File: src/rtl/uart_apb_regs_fifo.sv
// APB register front-end for the UART core: TX/RX FIFOs, baud/frame config, W1C interrupt status.
// Optional TX->RX loopback path is compiled in when UART_LOOPBACK_EN is defined.

module uart_apb_regs_fifo_buf #(
   parameter int unsigned DATA_W = 8,
   parameter int unsigned DEPTH  = 16
) (
   input  logic                        pClk,
   input  logic                        pReset,
   input  logic                        pushReq,
   input  logic [DATA_W-1:0]           pushData,
   input  logic                        popReq,
   input  logic                        flush,
   output logic [DATA_W-1:0]           head,
   output logic                        empty,
   output logic                        full,
   output logic [$clog2(DEPTH):0]      level,
   output logic [$clog2(DEPTH):0]      levelNext,
   output logic                        pushDrop,
   output logic                        popAck
);
   localparam int unsigned AW = $clog2(DEPTH);
   localparam int unsigned LW = AW + 1;

   logic [DATA_W-1:0] mem [DEPTH];
   logic [AW-1:0]     wrPtr;
   logic [AW-1:0]     rdPtr;
   logic [LW-1:0]     count;
   logic              pushAck;

   assign empty    = (count == '0);
   assign full     = (count == LW'(DEPTH));
   assign head     = mem[rdPtr];
   assign level    = count;
   // A pop on empty is ignored; a push on full survives only alongside a real pop.
   assign popAck   = popReq & ~empty;
   assign pushAck  = pushReq & ~flush & (~full | popAck);
   assign pushDrop = pushReq & ~flush & full & ~popAck;

   always_comb begin
      levelNext = count;
      if (flush)
         levelNext = '0;
      else if (pushAck & ~popAck)
         levelNext = count + LW'(1);
      else if (~pushAck & popAck)
         levelNext = count - LW'(1);
   end

   always_ff @(posedge pClk or posedge pReset) begin
      if (pReset) begin
         wrPtr <= '0;
         rdPtr <= '0;
         count <= '0;
      end else begin
         count <= levelNext;
         if (flush) begin
            wrPtr <= '0;
            rdPtr <= '0;
         end else begin
            if (pushAck) wrPtr <= wrPtr + AW'(1);
            if (popAck)  rdPtr <= rdPtr + AW'(1);
         end
      end
   end

   always_ff @(posedge pClk) begin
      if (pushAck) mem[wrPtr] <= pushData;
   end
endmodule

module uart_apb_regs_fifo #(
   parameter int unsigned DATA_W   = 8,
   parameter int unsigned TX_DEPTH = 16,
   parameter int unsigned RX_DEPTH = 16,
   parameter logic [15:0] BAUD_RST = 16'd325
) (
   input  logic              pClk,
   input  logic              pReset,
   input  logic              pSel,
   input  logic              pEnable,
   input  logic              pWrite,
   input  logic [7:0]        pAddr,
   input  logic [31:0]       pWdata,
   output logic [31:0]       pRdata,
   output logic              pReady,
   output logic [DATA_W-1:0] tx_data,
   output logic              tx_valid,
   input  logic              tx_ready,
   input  logic [DATA_W-1:0] rx_data,
   input  logic              rx_valid,
   input  logic              rx_frame_err,
   input  logic              rx_parity_err,
   output logic [15:0]       baud_div,
   output logic [4:0]        cfg,
   output logic              rx_en,
   output logic              irq
);
   localparam int unsigned TX_LW = $clog2(TX_DEPTH) + 1;
   localparam int unsigned RX_LW = $clog2(RX_DEPTH) + 1;

   localparam logic [5:0] ADDR_DATA    = 6'h00;
   localparam logic [5:0] ADDR_CTRL    = 6'h01;
   localparam logic [5:0] ADDR_BAUD    = 6'h02;
   localparam logic [5:0] ADDR_CFG     = 6'h03;
   localparam logic [5:0] ADDR_STATUS  = 6'h04;
   localparam logic [5:0] ADDR_INTEN   = 6'h05;
   localparam logic [5:0] ADDR_INTSTAT = 6'h06;
   localparam logic [5:0] ADDR_RXTHR   = 6'h07;

   logic              wrAcc, rdAcc;
   logic [5:0]        addrWord;
   logic              wrData, wrCtrl, wrBaud, wrCfg, wrIntEn, wrIntStat, wrRxThr, rdData;
   logic              txEn, rxEn, lpbkBit;
   logic [15:0]       baudReg;
   logic [4:0]        cfgReg;
   logic [5:0]        intEn;
   logic [5:1]        intStat, intStatNext, setBits, clrBits;
   logic [7:0]        rxThr, effThr;
   logic              rxThrNow, rxThrNext;
   logic [31:0]       rdMux;

   logic              txFlush, txPopReq, txEmpty, txFull, txPushDrop, txPopAck, txDone;
   logic [DATA_W-1:0] txHead;
   logic [TX_LW-1:0]  txLevel, txLevelNext;
   logic              rxFlush, rxPushReq, rxPopReq, rxEmpty, rxFull, rxPushDrop, rxPopAck, rxLine;
   logic [DATA_W-1:0] rxHead, rxPushData;
   logic [RX_LW-1:0]  rxLevel, rxLevelNext;
   logic              unusedBits;

   // APB decode; pAddr[1:0] are ignored
   assign wrAcc     = pSel & pEnable & pWrite;
   assign rdAcc     = pSel & pEnable & ~pWrite;
   assign addrWord  = pAddr[7:2];
   assign wrData    = wrAcc & (addrWord == ADDR_DATA);
   assign wrCtrl    = wrAcc & (addrWord == ADDR_CTRL);
   assign wrBaud    = wrAcc & (addrWord == ADDR_BAUD);
   assign wrCfg     = wrAcc & (addrWord == ADDR_CFG);
   assign wrIntEn   = wrAcc & (addrWord == ADDR_INTEN);
   assign wrIntStat = wrAcc & (addrWord == ADDR_INTSTAT);
   assign wrRxThr   = wrAcc & (addrWord == ADDR_RXTHR);
   assign rdData    = rdAcc & (addrWord == ADDR_DATA);

   assign txFlush   = wrCtrl & pWdata[3];
   assign rxFlush   = wrCtrl & pWdata[4];
   assign rxPopReq  = rdData;

`ifdef UART_LOOPBACK_EN
   logic lpbk, lbMove;

   always_ff @(posedge pClk or posedge pReset) begin
      if (pReset)      lpbk <= 1'b0;
      else if (wrCtrl) lpbk <= pWdata[2];
   end

   // Loopback moves only when RX has room, so it can never overrun
   assign lbMove     = lpbk & txEn & ~txEmpty & ~rxFull;
   assign lpbkBit    = lpbk;
   assign tx_valid   = txEn & ~txEmpty & ~lpbk;
   assign rxLine     = rx_valid & rxEn & ~lpbk;
   assign txPopReq   = (tx_valid & tx_ready) | lbMove;
   assign rxPushReq  = rxLine | lbMove;
   assign rxPushData = lbMove ? txHead : rx_data;
`else
   assign lpbkBit    = 1'b0;
   assign tx_valid   = txEn & ~txEmpty;
   assign rxLine     = rx_valid & rxEn;
   assign txPopReq   = tx_valid & tx_ready;
   assign rxPushReq  = rxLine;
   assign rxPushData = rx_data;
`endif

   uart_apb_regs_fifo_buf #(.DATA_W(DATA_W), .DEPTH(TX_DEPTH)) uTxFifo (
      .pClk      (pClk),
      .pReset    (pReset),
      .pushReq   (wrData),
      .pushData  (pWdata[DATA_W-1:0]),
      .popReq    (txPopReq),
      .flush     (txFlush),
      .head      (txHead),
      .empty     (txEmpty),
      .full      (txFull),
      .level     (txLevel),
      .levelNext (txLevelNext),
      .pushDrop  (txPushDrop),
      .popAck    (txPopAck)
   );

   uart_apb_regs_fifo_buf #(.DATA_W(DATA_W), .DEPTH(RX_DEPTH)) uRxFifo (
      .pClk      (pClk),
      .pReset    (pReset),
      .pushReq   (rxPushReq),
      .pushData  (rxPushData),
      .popReq    (rxPopReq),
      .flush     (rxFlush),
      .head      (rxHead),
      .empty     (rxEmpty),
      .full      (rxFull),
      .level     (rxLevel),
      .levelNext (rxLevelNext),
      .pushDrop  (rxPushDrop),
      .popAck    (rxPopAck)
   );

   assign tx_data  = txHead;
   assign pReady   = 1'b1;
   assign baud_div = baudReg;
   assign cfg      = cfgReg;
   assign rx_en    = rxEn;

   // Interrupt sources; a set in the same cycle as a W1C clear wins
   assign txDone      = txPopAck & (txLevel == TX_LW'(1)) & (txLevelNext == '0);
   assign setBits     = {txPushDrop, rxLine & rx_parity_err, rxLine & rx_frame_err, rxPushDrop, txDone};
   assign clrBits     = wrIntStat ? pWdata[5:1] : 5'b0;
   assign intStatNext = (intStat & ~clrBits) | setBits;
   assign effThr      = (rxThr == 8'd0) ? 8'd1 : rxThr;
   assign rxThrNow    = 32'(rxLevel) >= 32'(effThr);
   assign rxThrNext   = 32'(rxLevelNext) >= 32'(effThr);

   always_ff @(posedge pClk or posedge pReset) begin
      if (pReset) begin
         txEn    <= 1'b0;
         rxEn    <= 1'b0;
         baudReg <= BAUD_RST;
         cfgReg  <= 5'd0;
         intEn   <= 6'd0;
         intStat <= 5'd0;
         rxThr   <= 8'd1;
         irq     <= 1'b0;
      end else begin
         if (wrCtrl) begin
            txEn <= pWdata[0];
            rxEn <= pWdata[1];
         end
         if (wrBaud)  baudReg <= pWdata[15:0];
         if (wrCfg)   cfgReg  <= pWdata[4:0];
         if (wrIntEn) intEn   <= pWdata[5:0];
         if (wrRxThr) rxThr   <= pWdata[7:0];
         intStat <= intStatNext;
         irq     <= |({intStatNext, rxThrNext} & intEn);
      end
   end

   always_comb begin
      rdMux = 32'd0;
      if (rdAcc) begin
         case (addrWord)
            ADDR_DATA:    rdMux = rxEmpty ? 32'd0 : 32'(rxHead);
            ADDR_CTRL:    rdMux = 32'({lpbkBit, rxEn, txEn});
            ADDR_BAUD:    rdMux = 32'(baudReg);
            ADDR_CFG:     rdMux = 32'(cfgReg);
            ADDR_STATUS:  rdMux = {8'h00, 8'(rxLevel), 8'(txLevel), 4'h0, rxFull, rxEmpty, txFull, txEmpty};
            ADDR_INTEN:   rdMux = 32'(intEn);
            ADDR_INTSTAT: rdMux = 32'({intStat, rxThrNow});
            ADDR_RXTHR:   rdMux = 32'(rxThr);
            default:      rdMux = 32'd0;
         endcase
      end
   end

   assign pRdata = rdMux;

   assign unusedBits = ^{pAddr[1:0], pWdata[31:16], rxPopAck};
endmodule
File: config.mk
export PLATFORM = sky130hd
export DESIGN_NAME = uart_apb_regs_fifo
export DESIGN_NICKNAME = d
export VERILOG_FILES = /design/src/rtl/uart_apb_regs_fifo.sv
export SDC_FILE = /design/constraint.sdc
export NUM_CORES = 1
export LEC_CHECK = 0
export BUFFER_PORTS_ARGS = -buffer_cell sky130_fd_sc_hd__buf_2
export CORE_MARGIN = 4
export CORE_UTILIZATION = 55
export CTS_BUF_LIST = sky130_fd_sc_hd__clkbuf_8
export DETAILED_ROUTE_END_ITERATION = 10
export GPL_ROUTABILITY_DRIVEN = 1
export PLACE_DENSITY_LB_ADDON = 0.25
export SKIP_CTS_REPAIR_TIMING = 1
export SYNTH_ARGS = -nofsm -noshare
export SYNTH_HDL_FRONTEND = slang
export SYNTH_SLANG_ARGS = --single-unit
File: constraint.sdc
create_clock -name pClk -period 3.1 [get_ports pClk]
set_input_delay 0.465 -clock pClk [delete_from_list [all_inputs] [get_ports pClk]]
set_output_delay 0.465 -clock pClk [all_outputs]
set_load 0.005 [all_outputs]
==> results of run 1 <==
==> worst min path at each step <==
| stage | from | to | slack [ns] | cells past startpoint |
|---|---|---|---|---|
| after floorplan | intStat[5]$_DFF_PP0_ | intStat[5]$_DFF_PP0_ | 0.47 | 2 |
| after global placement | intStat[1]$_DFF_PP0_ | intStat[1]$_DFF_PP0_ | 0.49 | 1 |
| after detailed placement | intStat[1]$_DFF_PP0_ | intStat[1]$_DFF_PP0_ | 0.50 | 1 |
| after CTS | pReset | uTxFifo.rdPtr[3]$_DFFE_PP0P_ | -0.03 | 2 |
| after global routing | pWdata[8] | baud_div[8]$_DFFE_PP1P_ | 0.10 | 2 |
| final | pWdata[8] | baud_div[8]$_DFFE_PP1P_ | 0.12 | 2 |
==> kinds of logic after synthesis <==
kind of cell,Yosys count,synth area share (%)
compound gates,83,4.20
xor+xnor,18,1.11
fa+ha+maj,27,2.38
buf+inv,84,2.84
flops,325,66.2
mux,121,16.0
other cells,2,0.0528
simple gates,194,7.22
==> per-stage QoR <==
stage / total power [mW] / instance area [um^2] / util (%) / hold slack [ns] / std cells
6_report: 9.88 / 16700 / 66.1 / 0.123 / 1426
5_1_grt: 10.3 / 16700 / 66.1 / 0.103 / 1426
4_1_cts: 9.87 / 16600 / 65.4 / -0.0308 / 1417
3_5_place_dp: 6.58 / 15600 / 61.7 / 0.495 / 1321
3_3_place_gp: 6.56 / 15600 / 61.7 / 0.494 / 1321
2_1_floorplan: 6.06 / 14300 / - / 0.466 / 864
==> area by class of cell <==
cell class | count | area, um^2 | area share [%]
sequential | 325 | 9420 | 56.3
multi-input combinational | 455 | 4530 | 27.1
timing repair buffer | 195 | 1320 | 7.91
clock buffer | 52 | 716 | 4.28
tap | 330 | 413 | 2.47
clock inverter | 44 | 229 | 1.37
inverter | 25 | 95.1 | 0.568
==> synth_stat cells (all sizes together), types with 10 or more instances <==
library cell	n
mux4	81
a22oi	12
nand3	16
xor2	12
and2	15
buf	31
mux2	37
o21ai	18
nor3	24
nand2	40
clkbuf	27
edfxtp	256
nor4	10
a21oi	15
dfrtp	64
nor2	49
ha	27
inv	25
==> sequential cells by signal, summed over array words and instances (netlist names), 4 cells and up <==
signal         cells
uRxFifo.mem      128
uTxFifo.mem      128
baud_div          16
rxThr              8
intEn              6
cfg                5
intStat            5
uRxFifo.level      5
uTxFifo.level      5
uRxFifo.rdPtr      4
uRxFifo.wrPtr      4
uTxFifo.rdPtr      4
uTxFifo.wrPtr      4
==> layer usage <==
metal	GRT usage [%]	up-vias	routed length [um]
met5	0	-	17
met4	6.32	2	681
met3	4.25	57	2400
met2	34.9	373	15300
met1	35.8	4280	14300
li1	-	3748	-
==> power by group <==
part,internal [mW],switching (mW)
registers,4.82,0.131
logic,0.815,0.808
clock network,1.67,1.64
total,7.30,2.58
==> results by group, run 1 <==
Run status
  – Status: finished with violations
  – Violated checks: negative setup slack

STA
  – TNS Setup: -0.999 ns
  – Hold Fails Final Rpt: 0
  – Tcrit/Tclk final: 105%
  – Crit path time final: 3.27 ns
  – Worst-Margin Slew: 0.804 ns
  – Worst slew margin: between 40% and 50%
  – Fin. max-slew vios: 0
  – Final setup fails: 9
  – Fmax achieved: slightly above 300 MHz
  – Post-route setup slack: -0.167 ns
  – Unrepaired setup endpoints after global routing: yes
  – Clock Skews: 0.0215 ns

Clocking
  – Num CTS Buffers: 51
  – CTS tree: yes
  – Clock transition at the registers of the reported paths: ~0.060 ns
  – Clock buffer depth: 3
  – Clock sink total: 325
  – Clock Tree Root: clkbuf_8
  – Clk_lat worst skew: about 0.57 ns
  – Maximum level of the CTS H-tree: 2

Synth
  – FF+latch count, synth: 325
  – Post-Syn Instances: 854
  – Sequential-to-total area share from yosys stat: 66.2%
  – Fraction of registers with async set/reset: 21.2%
  – Number of synthesized flops with an enable pin: roughly 260
  – Post-synthesis instance area: about 14,000 um^2
  – Synth top area cells: edfxtp_1 54%, mux4_2 13%, dfrtp_1 11%
  – Main synth FF type: edfxtp_1
  – Top cell type's share of synthesized area: 54.1%
  – Yosys warnings: 0
  – Syn_area_per_cell: 16.7 um^2
  – Library cells used by synthesis: 68
  – Yosys top cell by area: edfxtp_1

Layout
  – Share of cells above drive strength 1: 37.9%
  – Final net count: 1,137
  – Fillers: ~1,700
  – # diodes: 0
  – Layout area overhead: 17.7%
  – Commonest cells after routing, fill and taps aside: 256 x edfxtp_1, 94 x buf_4, 91 x buf_2
  – Commonest non-fill, non-tap cell in the layout: edfxtp_1

GRT
  – Grt ovf: 0
  – Number of global-route vias before repair: approximately 8,500
  – First-pass GRT wire length: ~50,000 um
  – GR Util All Layers: between 20% and 30%
  – Antenna violations before repair: 1
  – Pin count of the biggest net entering global routing: 39

Critical path
  – CP Cell Sequence: buf_12, buf_8, mux4_2, mux4_2, a222oi_1, nor2_1, buf_2
  – Worst Path Class, Setup: reg -> out
  – Crit path depth: 7
  – CP top delay family: multiplexers
  – CP bufs+invs: 3
  – Startpoint types: flip-flop
  – Worst path arrival time: between 2 and 3 ns
  – Setup crit end kind: output port
  – Max stage delay on crit path: 0.53 ns
  – R2R Setup Slk: -0.01 ns
  – CP max FO: 8
  – Worst r2r dst: irq$_DFF_PP0_
  – Critical Path Source: uRxFifo.rdPtr[0]$_DFFE_PP0P_
  – CP required: 2.63 ns
  – Worst setup endpoint: pRdata[5]
  – Reg-to-Reg Start: uRxFifo.level[0]$_DFF_PP0_
  – Worst path slowest cell: mux4_2
  – Worst r2r path cells: 15
  – Most frequent CP cell: mux4_2

Floorplanning
  – Die area: 28,500 um^2
  – # IOs: 122
  – Row count: 58
  – Die width: 169 um
  – Die height: 169 um
  – Core Area: around 25,000 um^2
  – Starting Density: 56.2%

Route
  – DR pass1 iterations: 5
  – Routed Antenna Nets: 0
  – Vias: 8,460
  – DRT Wirelength: ~33,000 um
  – WL/cell: 22.9 um
  – Routed vias/inst: 5.93
  – Residual DRC count: 0
  – 1st-iter DRT viols: 1,027

Pwr
  – Max IR drop VDD: 0.411 mV
  – Static leakage: between 6 and 7 nW
  – Power per cell area: 590 nW/um^2

Flow run
  – Max-cap violations: 0

Place
  – Hpwl dp: 22,700 um
  – Post-Place Setup Slack: -0.391 ns
  – Final GP Congestion: 0.874
  – Port bufs: 91

Hold path
  – Hold Path Class: in -> reg
Note: power is estimated with default switching activity, not from simulation.
==> run 2: changes to the inputs <==
REMOVE_ABC_BUFFERS = 1   (was default)
TNS_END_PERCENT = 5   (was default)
==> run 2 against run 1 <==
  * The flow still finishes with violations (negative setup slack)
  * Final area rose by 1.4%
  * Total power rose by 3.2%
  * Sequential power barely moved
  * Register-to-register slack lost 0.11 ns
  * Critical path type unchanged
  * Largest cell class unchanged
==> results by group, run 2 (synthesis gave the netlist of run 1 again) <==
Critical path
  – Worst path slowest cell: mux4_2
  – CP Cell Sequence: buf_12, mux4_2, mux4_2, a222oi_1, nor2_1, buf_2
  – Startpoint types: flip-flop
  – Setup crit end kind: output port
  – Max stage delay on crit path: ~0.53 ns
  – R2R Setup Slk: -0.12 ns
  – CP required: 2.63 ns
  – CP max FO: 14
  – Reg-to-Reg Start: uRxFifo.level[0]$_DFF_PP0_
  – Worst r2r dst: irq$_DFF_PP0_
  – Most frequent CP cell: mux4_2
  – Worst path arrival time: 2.81 ns
  – Worst r2r path cells: 15
  – Worst Path Class, Setup: reg -> out

Route
  – Residual DRC count: 0
  – Routed Antenna Nets: 0
  – DR pass1 iterations: 5
  – Routed vias/inst: 5.92
  – DRT Wirelength: 33,000 um
  – Vias: 8,525
  – WL/cell: 22.9 um
  – 1st-iter DRT viols: 835

Pwr
  – Static leakage: approximately 6.4 nW
  – Seq pwr share: 48.6%
  – Cell internal pwr: 7.64 mW
  – Power per cell area: between 600 and 700 nW/um^2
  – Net load switching power: 2.55 mW
  – Combinational power share: 15.9%
  – Clk pwr share: 35.5%
  – Sw Ratio: 25.0%
  – Max IR drop VDD: 0.454 mV

GRT
  – GR Util All Layers: between 20% and 30%
  – Pin count of the biggest net entering global routing: 36
  – First-pass GRT wire length: 51,200 um
  – Antenna violations before repair: 0
  – Number of global-route vias before repair: 8,797
  – Grt ovf: 0

Layout
  – Commonest non-fill, non-tap cell in the layout: edfxtp_1
  – Layout area overhead: 19.4%
  – # diodes: 0
  – Final net count: 1,153
  – Finished Core Util: 67.0%
  – Fin cells: 1,440
  – Share of cells above drive strength 1: about 40%
  – Commonest cells after routing, fill and taps aside: 256 x edfxtp_1, 115 x buf_4, 91 x buf_2

STA
  – Fin. max-slew vios: 0
  – Final setup fails: 9
  – Clock Skews: 0.0339 ns
  – Tcrit/Tclk final: 106%
  – TNS Setup: -1.02 ns
  – Worst-Margin Slew: 0.719 ns
  – Post-route setup slack: -0.178 ns
  – Crit path time final: 3.28 ns
  – Worst slew margin: 51.9%
  – Unrepaired setup endpoints after global routing: yes
  – Fin Hold WS: 0.128 ns
  – Fmax achieved: 305 MHz
  – Hold Fails Final Rpt: 0

Run status
  – Status: finished with violations
  – Violated checks: negative setup slack

Place
  – Port bufs: 91
  – Hpwl dp: 22,300 um
  – Placed cells: 1,331
  – Final GP Congestion: 0.919

Clocking
  – CTS tree: yes
  – Clock sink total: 325
  – Maximum level of the CTS H-tree: 2
  – Clk_lat worst skew: between 0.5 and 0.6 ns
  – Clock Tree Root: clkbuf_8
  – Clock transition at the registers of the reported paths: 0.06 ns
  – Num CTS Buffers: 51
  – Clock buffer depth: 3

Hold path
  – WHS Endpoint: baud_div[13]$_DFFE_PP0P_
  – Min-delay src: pWdata[13]
  – Hold Path Class: in -> reg
  – Worst hold stages: 2

Floorplanning
  – Row count: 58
  – # IOs: 122
  – Core Area: roughly 25,000 um^2
  – Die height: 169 um
  – Die width: 169 um
  – Starting Density: 56.2%
  – Die area: 28,500 um^2

Flow run
  – Max-cap violations: 0
==> run 2: changes by cell type in the layout (fill, tap and decap cells not counted), moves of 2 or more <==
| cell | previous run | this run |
|---|---|---|
| buf_6 | 2 | 0 |
| clkinv_2 | 8 | 5 |
| nor2_2 | 2 | 0 |
| dfrtp_1 | 62 | 60 |
| dfrtp_2 | 2 | 4 |
| buf_8 | 2 | 0 |
| clkinv_4 | 2 | 0 |
| inv_1 | 41 | 36 |
| clkinv_1 | 12 | 6 |
| buf_4 | 94 | 115 |
| nor2_1 | 47 | 49 |
| clkbuf_8 | 52 | 66 |
==> run 2: power groups by stage <==
| stage | Combinational, mW | Sequential, mW | Clock, mW |
|---|---|---|---|
| 2_1_floorplan | 0.837 | 5.14 | 0 |
| 3_5_place_dp | 1.54 | 5.03 | 0 |
| 6_report | 1.62 | 4.95 | 3.62 |
| 4_1_cts | 1.55 | 4.94 | 3.71 |
| 5_1_grt | 1.77 | 4.96 | 3.94 |
| 3_3_place_gp | 1.52 | 5.03 | 0 |
==> run 2: final cells by class <==
cell class | count | area [um^2]
timing repair buffer | 211 | 1410
clock buffer | 66 | 908
tap | 330 | 413
sequential | 325 | 9430
clock inverter | 28 | 155
fill | 1688 | 8350
inverter | 25 | 95.1
multi-input combinational | 455 | 4570
==> run 2: worst max-delay path by stage <==
| stage | slack [ns] | cells past startpoint | start | endpoint |
|---|---|---|---|---|
| detailed placement | -0.46 | 14 | pAddr[5] | irq$_DFF_PP0_ |
| finish | -0.18 | 6 | uRxFifo.rdPtr[0]$_DFFE_PP0P_ | pRdata[5] |
| global placement | -0.41 | 14 | pAddr[5] | irq$_DFF_PP0_ |
| global route | -0.29 | 6 | uRxFifo.rdPtr[0]$_DFFE_PP0P_ | pRdata[5] |
| CTS | -0.42 | 6 | uRxFifo.rdPtr[0]$_DFFE_PP0P_ | pRdata[0] |
| floorplan | -0.33 | 13 | pAddr[5] | irq$_DFF_PP0_ |
==> run 2: worst max-delay path, delay by kind of cell, from the launching register on <==
kind,cells,cell delay (ns)
compound gates,1,0.33
buf+inv,2,0.32
flops,1,0.42
mux,2,1.05
simple gates,1,0.11
==> run 2: per-layer routing <==
layer | vias up | GRT usage, % | wire (um)
met3 | 62 | 4.09 | 2220
met1 | 4344 | 33.7 | 13900
li1 | 3787 | - | -
met4 | 0 | 8.08 | 943
met2 | 332 | 37.3 | 15900
met5 | - | 0 | 0
==> run 2: metrics by stage <==
stage	setup slack (ns)	cell area, um^2	power, mW
final	-0.178	17000	10.2
after CTS	-0.418	16700	10.2
after global placement	-0.411	15700	6.55
after detailed placement	-0.458	15700	6.57
after floorplan	-0.330	13900	5.98
after global routing	-0.287	17000	10.7
==> run 3: changes to the inputs <==
CELL_PAD_IN_SITES_DETAIL_PLACEMENT = 1   (was default)
CELL_PAD_IN_SITES_GLOBAL_PLACEMENT = 2   (was default)
CORE_UTILIZATION = 41   (was 55)
REMOVE_ABC_BUFFERS = default   (was 1)
==> run 3 against run 2 <==
  * Total power down 1.2%
  * The run still ends with negative setup slack left
  * Register-to-register slack about the same
  * Worst setup slack worse by 0.077 ns
  * Final area up 0.62%
  * Non-clock buffer count up 7
  * Clock power down 5%
  * Highest routed layer is now met5
==> results by group, run 3 (synthesis gave the netlist of run 1 again) <==
Run status
  – Status: finished with violations
  – Violated checks: negative setup slack

STA
  – Final setup fails: 8
  – Clock Skews: between 0.02 and 0.03 ns
  – Fin Hold WS: 0.118 ns
  – Fin. max-slew vios: 0
  – TNS Setup: -0.921 ns
  – Crit path time final: roughly 3.4 ns
  – Worst slew margin: 52.5%
  – Post-route setup slack: -0.255 ns
  – Fmax achieved: 298 MHz
  – Worst-Margin Slew: 0.712 ns
  – Hold Fails Final Rpt: 0
  – Unrepaired setup endpoints after global routing: yes
  – Tcrit/Tclk final: 108%

Pwr
  – Clk pwr share: between 30% and 40%
  – Cell internal pwr: 7.46 mW
  – Sw Ratio: around 26%
  – Combinational power share: 16.6%
  – Power per cell area: 590 nW/um^2
  – Seq pwr share: a little under 50%
  – Static leakage: 6.44 nW
  – Net load switching power: 2.61 mW
  – Max IR drop VDD: 0.319 mV

Route
  – Vias: 8,501
  – Routed Antenna Nets: 0
  – WL/cell: 24.1 um
  – DRT Wirelength: 37,700 um
  – Residual DRC count: 0
  – Routed vias/inst: between 5 and 6
  – 1st-iter DRT viols: 560
  – DR pass1 iterations: 5

Floorplanning
  – Starting Density: 42.0%
  – # IOs: about 120
  – Row count: 67
  – Die width: 194 um
  – Core Area: 33,900 um^2
  – Die height: 194 um
  – Die area: ~38,000 um^2

Clocking
  – Clock buffer depth: 3
  – Clk_lat worst skew: 0.58 ns
  – Clock Tree Root: clkbuf_8
  – CTS tree: yes
  – Maximum level of the CTS H-tree: 2
  – Num CTS Buffers: 53
  – Clock sink total: 325
  – Clock transition at the registers of the reported paths: approximately 0.06 ns

Flow run
  – Max-cap violations: 0

Critical path
  – Crit path depth: 12
  – Startpoint types: flip-flop
  – Worst r2r path cells: 16
  – CP top delay family: compound AO/OA/AOI/OAI gates
  – Worst path slowest cell: dfrtp_1
  – CP Cell Sequence: nor3_2, buf_4, a41o_1, ha_1, nand2b_4, a21o_1, a21o_1, a211oi_2, buf_4, or4_4, o21ai_4, buf_2
  – Worst Path Class, Setup: reg -> out
  – Setup crit end kind: output port
  – CP max FO: 3
  – CP bufs+invs: 3
  – Worst path arrival time: a little under 3 ns
  – CP required: 2.63 ns
  – Max stage delay on crit path: approximately 0.40 ns

Place
  – Placed inst area: approximately 16,000 um^2
  – Port bufs: 91
  – Placed cells: 1,455
  – Final GP Congestion: 0.810
  – Hpwl dp: 26,500 um
  – Post-Place Setup Slack: -0.470 ns

Layout
  – Share of cells above drive strength 1: approximately two fifths
  – Layout area overhead: 20.1%
  – # diodes: 0
  – Finished layout cell area: 17,100 um^2
  – Area occupied by multi-input gates: around 4500 um^2
  – Sequential cell area: 9430 um^2
  – Final net count: 1,162
  – Fillers: 3,360
  – Commonest cells after routing, fill and taps aside: 256 x edfxtp_1, 119 x buf_4, 91 x buf_2
  – Fin cells: 1,565
  – Commonest non-fill, non-tap cell in the layout: edfxtp_1

Hold path
  – Hold Path Class: in -> reg
  – Worst hold stages: 2

GRT
  – Grt ovf: 0
  – Number of global-route vias before repair: 9,141
  – Antenna violations before repair: 1
  – First-pass GRT wire length: 57,400 um
  – Pin count of the biggest net entering global routing: 37
  – GR Util All Layers: about a fifth
run 3: worst reg2reg max path: cells and delay by family (launching register included):
family                   cells  cell delay, ns
AND/OR/NAND/NOR              3            0.71
flip-flops                   1            0.36
adder cells (fa/ha/maj)      2            0.47
buffers and inverters        3            0.35
AO/OA/AOI/OAI                8            1.20
run 3: power groups by stage:
stage,logic (mW),registers [mW],clock network [mW]
after floorplan,1.08,4.98,0
after global placement,1.62,5.03,0
after detailed placement,1.64,5.03,0
after CTS,1.65,4.95,3.54
after global routing,1.84,4.97,3.78
final,1.68,4.95,3.45
run 3: layout make-up:
| class | instances | share of cell area [%] |
|---|---|---|
| clock inverters | 39 | 1.25 |
| multi-input cells | 455 | 26.6 |
| flip-flops and latches | 325 | 55.2 |
| inverters | 25 | 0.557 |
| well taps | 448 | 3.28 |
| repair buffers | 218 | 8.70 |
| clock buffers | 55 | 4.43 |
run 3: per-stage QoR:
stage	util [%]	power, mW
finish	50.4	10.1
global route	50.4	10.6
CTS	49.8	10.1
detailed placement	46.9	6.68
global placement	46.9	6.65
floorplan	-	6.06
run 3: layer usage:
metal | wire length, um | vias to the layer above | track usage (%)
met5 | 11 | - | 0
met4 | 671 | 2 | 4.87
met3 | 2160 | 48 | 3.93
met2 | 18000 | 257 | 31.8
met1 | 16800 | 4402 | 28.5
li1 | - | 3792 | -
run 3: path summary, 6_finish.rpt:
path,from,end,slack [ns]
min in group asynchronous,pReset,intStat[2]$_DFF_PP0_,0.52
worst min register to register,baud_div[13]$_DFFE_PP0P_,baud_div[13]$_DFFE_PP0P_,0.53
worst max-delay path,rxThr[7]$_DFFE_PP0P_,pRdata[0],-0.26
worst min-delay path,pWdata[15],baud_div[15]$_DFFE_PP0P_,0.12
worst max register to register,uRxFifo.level[1]$_DFF_PP0_,irq$_DFF_PP0_,-0.11
max in group asynchronous,pReset,baud_div[8]$_DFFE_PP1P_,1.90
